**src/rtl/rv_pipe_pkg.sv**
```systemverilog
// Shared definitions for the RV32I pipeline control path: controller state
// encoding, the control-vector layout and the default memory wait limit.
package rv_pipe_pkg;

    typedef enum logic [1:0] {
        RUN      = 2'd0,
        MEM_WAIT = 2'd1,
        ERR      = 2'd2
    } pipe_state_e;

    // Shared with the data-memory interface so both sides agree on the timeout.
    localparam int unsigned WAIT_MAX_DEFAULT = 15;

    typedef struct packed {
        logic stall_if;
        logic stall_id;
        logic stall_ex;
        logic stall_mem;
        logic flush_id;
        logic bubble_ex;
        logic bubble_wb;
        logic pc_redirect;
    } pipe_ctl_t;

endpackage

```
**src/rtl/pipeline_ctrl_u_if.sv**
```systemverilog
// Hazard inputs from the pipeline and the stall/flush/bubble controls
// returned to it. The pipeline side is master, the controller is slave.
interface pipeline_ctrl_u_if #(
    parameter int unsigned CNT_W = 32
);
    logic [4:0]       rs1;
    logic [4:0]       rs2;
    logic             use_rs1;
    logic             use_rs2;
    logic             is_load_in_ex;
    logic             wr_reg_n_in_ex;
    logic [4:0]       rd_in_ex;
    logic             redirect_in_ex;
    logic             dmem_req;
    logic             dmem_ready;

    logic             stall_if;
    logic             stall_id;
    logic             stall_ex;
    logic             stall_mem;
    logic             flush_id;
    logic             bubble_ex;
    logic             bubble_wb;
    logic             pc_redirect;
    logic             mem_timeout;
    logic [CNT_W-1:0] stall_cnt;

    modport master (
        output rs1, rs2, use_rs1, use_rs2, is_load_in_ex, wr_reg_n_in_ex,
               rd_in_ex, redirect_in_ex, dmem_req, dmem_ready,
        input  stall_if, stall_id, stall_ex, stall_mem, flush_id, bubble_ex,
               bubble_wb, pc_redirect, mem_timeout, stall_cnt
    );

    modport slave (
        input  rs1, rs2, use_rs1, use_rs2, is_load_in_ex, wr_reg_n_in_ex,
               rd_in_ex, redirect_in_ex, dmem_req, dmem_ready,
        output stall_if, stall_id, stall_ex, stall_mem, flush_id, bubble_ex,
               bubble_wb, pc_redirect, mem_timeout, stall_cnt
    );

endinterface

```
**src/rtl/load_use_detect_u.sv**
```systemverilog
// Combinational load-use compare between the ID sources and the EX load
// destination; x0 never creates a hazard.
module load_use_detect_u (
    input  logic [4:0] rs1,
    input  logic [4:0] rs2,
    input  logic       use_rs1,
    input  logic       use_rs2,
    input  logic       is_load_in_ex,
    input  logic       wr_reg_n_in_ex,
    input  logic [4:0] rd_in_ex,
    output logic       lu
);

    logic rs1_hit;
    logic rs2_hit;

    assign rs1_hit = use_rs1 && (rs1 == rd_in_ex);
    assign rs2_hit = use_rs2 && (rs2 == rd_in_ex);
    assign lu      = is_load_in_ex && !wr_reg_n_in_ex && (rd_in_ex != 5'd0)
                     && (rs1_hit || rs2_hit);

endmodule

```
**src/rtl/pipeline_ctrl_u.sv**
```systemverilog
// Hazard and stall controller for the 5-stage RV32I core: per-cycle hold,
// flush and bubble decisions, PC redirect, stall counter and memory timeout.
module pipeline_ctrl_u
    import rv_pipe_pkg::*;
#(
    parameter int unsigned WAIT_MAX = WAIT_MAX_DEFAULT,
    parameter int unsigned CNT_W    = 32
) (
    input  logic              clk,
    input  logic              rst_n,
    pipeline_ctrl_u_if.slave  bus
);

    localparam int unsigned     WW       = $clog2(WAIT_MAX + 1);
    localparam logic [WW-1:0]   WAIT_LIM = WW'(WAIT_MAX);

    pipe_state_e      state;
    logic [WW-1:0]    wait_cnt;
    logic             mem_timeout;
    logic [CNT_W-1:0] stall_cnt;

    logic             lu;
    logic             dmem_stall;
    logic             freeze;
    pipe_ctl_t        ctl;

    load_use_detect_u u_load_use (
        .rs1            (bus.rs1),
        .rs2            (bus.rs2),
        .use_rs1        (bus.use_rs1),
        .use_rs2        (bus.use_rs2),
        .is_load_in_ex  (bus.is_load_in_ex),
        .wr_reg_n_in_ex (bus.wr_reg_n_in_ex),
        .rd_in_ex       (bus.rd_in_ex),
        .lu             (lu)
    );

    assign dmem_stall = bus.dmem_req && !bus.dmem_ready;
    assign freeze     = dmem_stall || (state == ERR);

    // Controls are qualified by rst_n so reset silences them without a clock.
    always_comb begin
        // NOTE: default every field first so no path leaves a latch behind.
        ctl = '0;
        if (!rst_n) begin
            ctl = '0;
        end else if (freeze) begin
            ctl.stall_if  = 1'b1;
            ctl.stall_id  = 1'b1;
            ctl.stall_ex  = 1'b1;
            ctl.stall_mem = 1'b1;
            ctl.bubble_wb = 1'b1;
        end else if (bus.redirect_in_ex) begin
            ctl.pc_redirect = 1'b1;
            ctl.flush_id    = 1'b1;
            ctl.bubble_ex   = 1'b1;
        end else if (lu) begin
            ctl.stall_if  = 1'b1;
            ctl.stall_id  = 1'b1;
            ctl.bubble_ex = 1'b1;
        end
    end

    // The RUN->MEM_WAIT edge already counts the first stalled cycle, so the
    // ERR edge lands at the end of stalled cycle WAIT_MAX+1.
    always_ff @(posedge clk or negedge rst_n) begin
        // NOTE: state registers use non-blocking assignments only.
        if (!rst_n) begin
            state       <= RUN;
            wait_cnt    <= '0;
            mem_timeout <= 1'b0;
            stall_cnt   <= '0;
        end else begin
            if (ctl.stall_if) begin
                stall_cnt <= stall_cnt + CNT_W'(1);
            end
            case (state)
                RUN: begin
                    if (dmem_stall) begin
                        state    <= MEM_WAIT;
                        wait_cnt <= WW'(1);
                    end else begin
                        wait_cnt <= '0;
                    end
                end
                MEM_WAIT: begin
                    if (!dmem_stall) begin
                        state    <= RUN;
                        wait_cnt <= '0;
                    end else if (wait_cnt == WAIT_LIM) begin
                        state       <= ERR;
                        mem_timeout <= 1'b1;
                    end else begin
                        wait_cnt <= wait_cnt + WW'(1);
                    end
                end
                ERR: begin
                    state <= ERR;
                end
                default: begin
                    state    <= RUN;
                    wait_cnt <= '0;
                end
            endcase
        end
    end

    assign bus.stall_if    = ctl.stall_if;
    assign bus.stall_id    = ctl.stall_id;
    assign bus.stall_ex    = ctl.stall_ex;
    assign bus.stall_mem   = ctl.stall_mem;
    assign bus.flush_id    = ctl.flush_id;
    assign bus.bubble_ex   = ctl.bubble_ex;
    assign bus.bubble_wb   = ctl.bubble_wb;
    assign bus.pc_redirect = ctl.pc_redirect;
    assign bus.mem_timeout = mem_timeout;
    assign bus.stall_cnt   = stall_cnt;

endmodule

```
**src/flat_wrapper.sv**
```systemverilog
// flat-port wrapper written by rule: the top's interface ports become plain ports
module pipeline_ctrl_u_flat import rv_pipe_pkg::*;
#(
    parameter int unsigned WAIT_MAX = WAIT_MAX_DEFAULT,
    parameter int unsigned CNT_W    = 32
)
  (clk, rst_n, bus_rs1, bus_rs2, bus_use_rs1, bus_use_rs2, bus_is_load_in_ex, bus_wr_reg_n_in_ex, bus_rd_in_ex, bus_redirect_in_ex, bus_dmem_req, bus_dmem_ready, bus_stall_if, bus_stall_id, bus_stall_ex, bus_stall_mem, bus_flush_id, bus_bubble_ex, bus_bubble_wb, bus_pc_redirect, bus_mem_timeout, bus_stall_cnt);
  pipeline_ctrl_u_if #(.CNT_W(CNT_W)) bus_i ();
  input  logic clk;
  input  logic rst_n;
  input wire logic [$bits(bus_i.rs1)-1:0] bus_rs1;
  input wire logic [$bits(bus_i.rs2)-1:0] bus_rs2;
  input wire logic [$bits(bus_i.use_rs1)-1:0] bus_use_rs1;
  input wire logic [$bits(bus_i.use_rs2)-1:0] bus_use_rs2;
  input wire logic [$bits(bus_i.is_load_in_ex)-1:0] bus_is_load_in_ex;
  input wire logic [$bits(bus_i.wr_reg_n_in_ex)-1:0] bus_wr_reg_n_in_ex;
  input wire logic [$bits(bus_i.rd_in_ex)-1:0] bus_rd_in_ex;
  input wire logic [$bits(bus_i.redirect_in_ex)-1:0] bus_redirect_in_ex;
  input wire logic [$bits(bus_i.dmem_req)-1:0] bus_dmem_req;
  input wire logic [$bits(bus_i.dmem_ready)-1:0] bus_dmem_ready;
  output wire logic [$bits(bus_i.stall_if)-1:0] bus_stall_if;
  output wire logic [$bits(bus_i.stall_id)-1:0] bus_stall_id;
  output wire logic [$bits(bus_i.stall_ex)-1:0] bus_stall_ex;
  output wire logic [$bits(bus_i.stall_mem)-1:0] bus_stall_mem;
  output wire logic [$bits(bus_i.flush_id)-1:0] bus_flush_id;
  output wire logic [$bits(bus_i.bubble_ex)-1:0] bus_bubble_ex;
  output wire logic [$bits(bus_i.bubble_wb)-1:0] bus_bubble_wb;
  output wire logic [$bits(bus_i.pc_redirect)-1:0] bus_pc_redirect;
  output wire logic [$bits(bus_i.mem_timeout)-1:0] bus_mem_timeout;
  output wire logic [$bits(bus_i.stall_cnt)-1:0] bus_stall_cnt;
  assign bus_i.rs1 = bus_rs1;
  assign bus_i.rs2 = bus_rs2;
  assign bus_i.use_rs1 = bus_use_rs1;
  assign bus_i.use_rs2 = bus_use_rs2;
  assign bus_i.is_load_in_ex = bus_is_load_in_ex;
  assign bus_i.wr_reg_n_in_ex = bus_wr_reg_n_in_ex;
  assign bus_i.rd_in_ex = bus_rd_in_ex;
  assign bus_i.redirect_in_ex = bus_redirect_in_ex;
  assign bus_i.dmem_req = bus_dmem_req;
  assign bus_i.dmem_ready = bus_dmem_ready;
  assign bus_stall_if = bus_i.stall_if;
  assign bus_stall_id = bus_i.stall_id;
  assign bus_stall_ex = bus_i.stall_ex;
  assign bus_stall_mem = bus_i.stall_mem;
  assign bus_flush_id = bus_i.flush_id;
  assign bus_bubble_ex = bus_i.bubble_ex;
  assign bus_bubble_wb = bus_i.bubble_wb;
  assign bus_pc_redirect = bus_i.pc_redirect;
  assign bus_mem_timeout = bus_i.mem_timeout;
  assign bus_stall_cnt = bus_i.stall_cnt;
  pipeline_ctrl_u #(.WAIT_MAX(WAIT_MAX), .CNT_W(CNT_W)) u_core (.clk(clk), .rst_n(rst_n), .bus(bus_i));
endmodule
```
**config.mk**
```make
export PLATFORM = sky130hd
export DESIGN_NAME = pipeline_ctrl_u_flat
export DESIGN_NICKNAME = d
export VERILOG_FILES = /design/src/rtl/rv_pipe_pkg.sv /design/src/rtl/pipeline_ctrl_u_if.sv /design/src/rtl/load_use_detect_u.sv /design/src/rtl/pipeline_ctrl_u.sv /design/src/flat_wrapper.sv
export SDC_FILE = /design/constraint.sdc
export NUM_CORES = 1
export LEC_CHECK = 0
export ABC_CLOCK_PERIOD_IN_PS = 4100
export BUFFER_PORTS_ARGS = -buffer_cell sky130_fd_sc_hd__buf_4
export CORE_ASPECT_RATIO = 0.9
export CORE_MARGIN = 2
export CORE_UTILIZATION = 47
export CTS_CLUSTER_DIAMETER = 100
export DETAILED_ROUTE_END_ITERATION = 8
export PLACE_DENSITY = 0.82
export SKIP_LAST_GASP = 1
export SLEW_MARGIN = 20
export SYNTH_ARGS = -nofsm -noshare
export SYNTH_HDL_FRONTEND = slang
export SYNTH_SLANG_ARGS = --single-unit
```
**constraint.sdc**
```tcl
create_clock -name clk -period 4.1 [get_ports clk]
set_input_delay 0.41 -clock clk [delete_from_list [all_inputs] [get_ports clk]]
set_output_delay 0.41 -clock clk [all_outputs]
set_load 0.01 [all_outputs]
```
==> results.md <==
- DRT Wirelength: 4.521 mm
- Global-route wire length before repair: 7.527 mm
- Synth cell types: 36
- Syn-to-layout area delta: 29.53%
- Critical path's slowest cell: or4_1
- Status: finished clean
- Cell Rows: 22
- Synth area leader: dfrtp_1
- Post-route DRC: 0
- Commonest non-fill, non-tap cell in the layout: buf_4
- Worst path arrival time: 2.03 ns
- Max clock buf depth: 2
- Final hold violations: 0
- Diode count: 0
- Net Count, Synth: 224
- Initial antenna violation count: 0
- # Post-CTS Setup Buffers: 0
- PD cells: 377.5 mW/mm²
- Clk slew on worst S/H paths: 0.08 ns
- HPWL after DPL: 3.277 mm
- Cell breakdown of the critical path: buf_4 > or4_1 > nor2_1 > nor3b_1 > a31oi_4 > inv_4 > buf_4
- Cells after Synth: 198
- Largest family of logic cells by synthesized area: simple AND/OR/NAND/NOR gates
- Inst Count DP: 314
- Core ar.: 0.004156 mm²
- Final setup viols: 0
- Max Clk Rate: 409.9 MHz
- Number of global-route vias before repair: 1617
- Worst path required time: 3.69 ns
- Largest net degree at the start of global routing: 44
- Cts bufs inserted: 5
- Worst path bufs/invs: 3
- Yosys reg bits: 39
- Per-cell routed wire length: 14.04 µm
- Final setup TNS: 0 ns
- Area share of the largest cell type after synthesis: 0.4739
- Mapped Area: 0.002059 mm²
- Top cells by area, synth: dfrtp_1 (47%), xor2_1 (11%), xnor2_1 (6.4%)
- CTS tree: yes
- Die width: 73.78 µm
- Hold_buf cts: 0
- Max incr delay on CP: 0.53 ns
- Initial DRC Count: 80
- Syn avg cell area: 10.40 µm²
- Clock sink count: 39
- Worst VDD drop: 0.2687 mV
- Pins Over Slew Limit: 0
- Mux share of post-synthesis cell area: 0.005468
- Max capacitance violation total: 0
- Crit path top cell by count: buf_4
- Post-synthesis adder-cell area fraction: 0.01215
- Period utilization: 0.5951
- Register area share after synthesis: 0.4739
- Complex-gate fraction of the synthesized area: 0.04253
- Worst-margin pin slew: 0.5620 ns
- Clock Tree Root: clkbuf_8
- Simple-gate portion of the synthesized area: 0.2497
- Post-Synth XOR/XNOR Area: 0.1786
- Critical path endpoint category: output pin
- DIE AREA: 0.004928 mm²
- Share of layout cells above drive strength 1: 0.3053
- Vias per std cell: 5.152
- Worst path top cell family by delay: simple AND/OR/NAND/NOR gates
- Antenna-violating nets left: 0
- CTS HTree Levels: 2
- Slew headroom: 0.6253
- Synth warn: 0
- Post-cts sizing count: 0
- Worst setup SP type: primary input
- Most frequent cells in the layout: buf_4 (65), dfrtp_1 (39), xor2_1 (27)
- Clock period minus worst slack: 2.440 ns
- Initial Utilization: 0.4955
- Hold Path Class: in2async
- Grt total ovfl: 0
- Final Skew: 0.008797 ns
- GRT Util Overall: 0.2003
- 1st-pass router iterations: 4
- Crit Path Category: in2out
- Max FO, Critical Path: 16
- GPL Wtd Cong: 0.8525
- Nets: 287
- Worst skew pair latency: 0.30 ns
- RSZ-0062 raised after global routing: no
- Leak Pwr: 1.276 nW
- Total number of vias: 1659
- PortBufs: 64
- I/O pins: 65
- Non-Filler Instances: 322
- Die height: 66.80 µm
- Hold_ws: 0.07470 ns
-- power breakdown --
group | internal [W] | switching, W
sequential | 0.000426 | 0.0000555
combinational | 0.000112 | 0.0000918
clock | 0.000181 | 0.000141
-- stage by stage --
stage | power (W) | setup slack (ns) | area, µm² | util
2_1_floorplan | 0.0005786 | 2.027 | 2059 | -
4_1_cts | 0.001015 | 1.658 | 2668 | 0.6418
6_report | 0.001007 | 1.660 | 2668 | 0.6418
3_5_place_dp | 0.0006917 | 1.654 | 2555 | 0.6147
3_3_place_gp | 0.0006865 | 1.718 | 2555 | 0.6147
5_1_grt | 0.001062 | 1.534 | 2668 | 0.6418
-- cell type report --
type                    count  area (µm²)
flip-flops and latches     39       975.9
well taps                  60       75.07
multi-input cells         148        1006
clock inverters             3       43.79
fillers                   334        1489
repair buffers             65       488.0
inverters                   2       10.01
clock buffers               5       68.82
-- registers in the layout, indices dropped and copies added (netlist names) --
name	count
u_core.bus.stall_cnt	32
u_core.wait_cnt	4
u_core.state	2
u_core.bus.mem_timeout	1
-- cell usage after synthesis, drive strengths merged --
cell type	number
dfrtp	39
xor2	27
nand2	15
xnor2	15
nor3	14
nand3	13
and3	9
nand4	9
buf	8
nor2	8
a21oi	6
nor3b	5
and2	4
nand2b	4
and4	2
ha	2
inv	2
nor2b	2
nor4b	2
o22ai	2
or2	2
a31oi	1
a32o	1
a41oi	1
clkbuf	1
mux2	1
nor4	1
o21ai	1
or4	1
-- logic make-up after synthesis --
family | after synthesis
multiplexers | 1
adder cells (fa/ha/maj) | 2
buffers and inverters | 11
XOR/XNOR | 42
AND/OR/NAND/NOR | 91
flip-flops | 39
AO/OA/AOI/OAI | 12
-- per-layer routing --
layer | part of all wire | wire length (µm) | vias to the layer above | global-route usage
li1 | - | - | 812 | -
met1 | 0.46 | 2077 | 783 | 0.2652
met2 | 0.47 | 2123 | 58 | 0.3170
met3 | 0.063 | 283 | 6 | 0.05900
met4 | 0.0080 | 36 | 0 | 0.05909
met5 | 0 | 0 | - | 0
-- final timing paths --
path,end,slack [ns],cells past startpoint,from
worst min-delay path,u_core.bus.stall_cnt[26],0.07,1,rst_n
worst max-delay path,bus_stall_if,1.66,7,bus_rd_in_ex[1]
min in group clk,u_core.bus.mem_timeout,0.48,1,u_core.bus.mem_timeout
worst min register to register,u_core.bus.mem_timeout,0.48,1,u_core.bus.mem_timeout
max in group asynchronous,u_core.bus.stall_cnt[13],3.66,1,rst_n
worst max register to register,u_core.bus.stall_cnt[31],1.93,7,u_core.state[0]
Power figures use the tool's default switching activity.
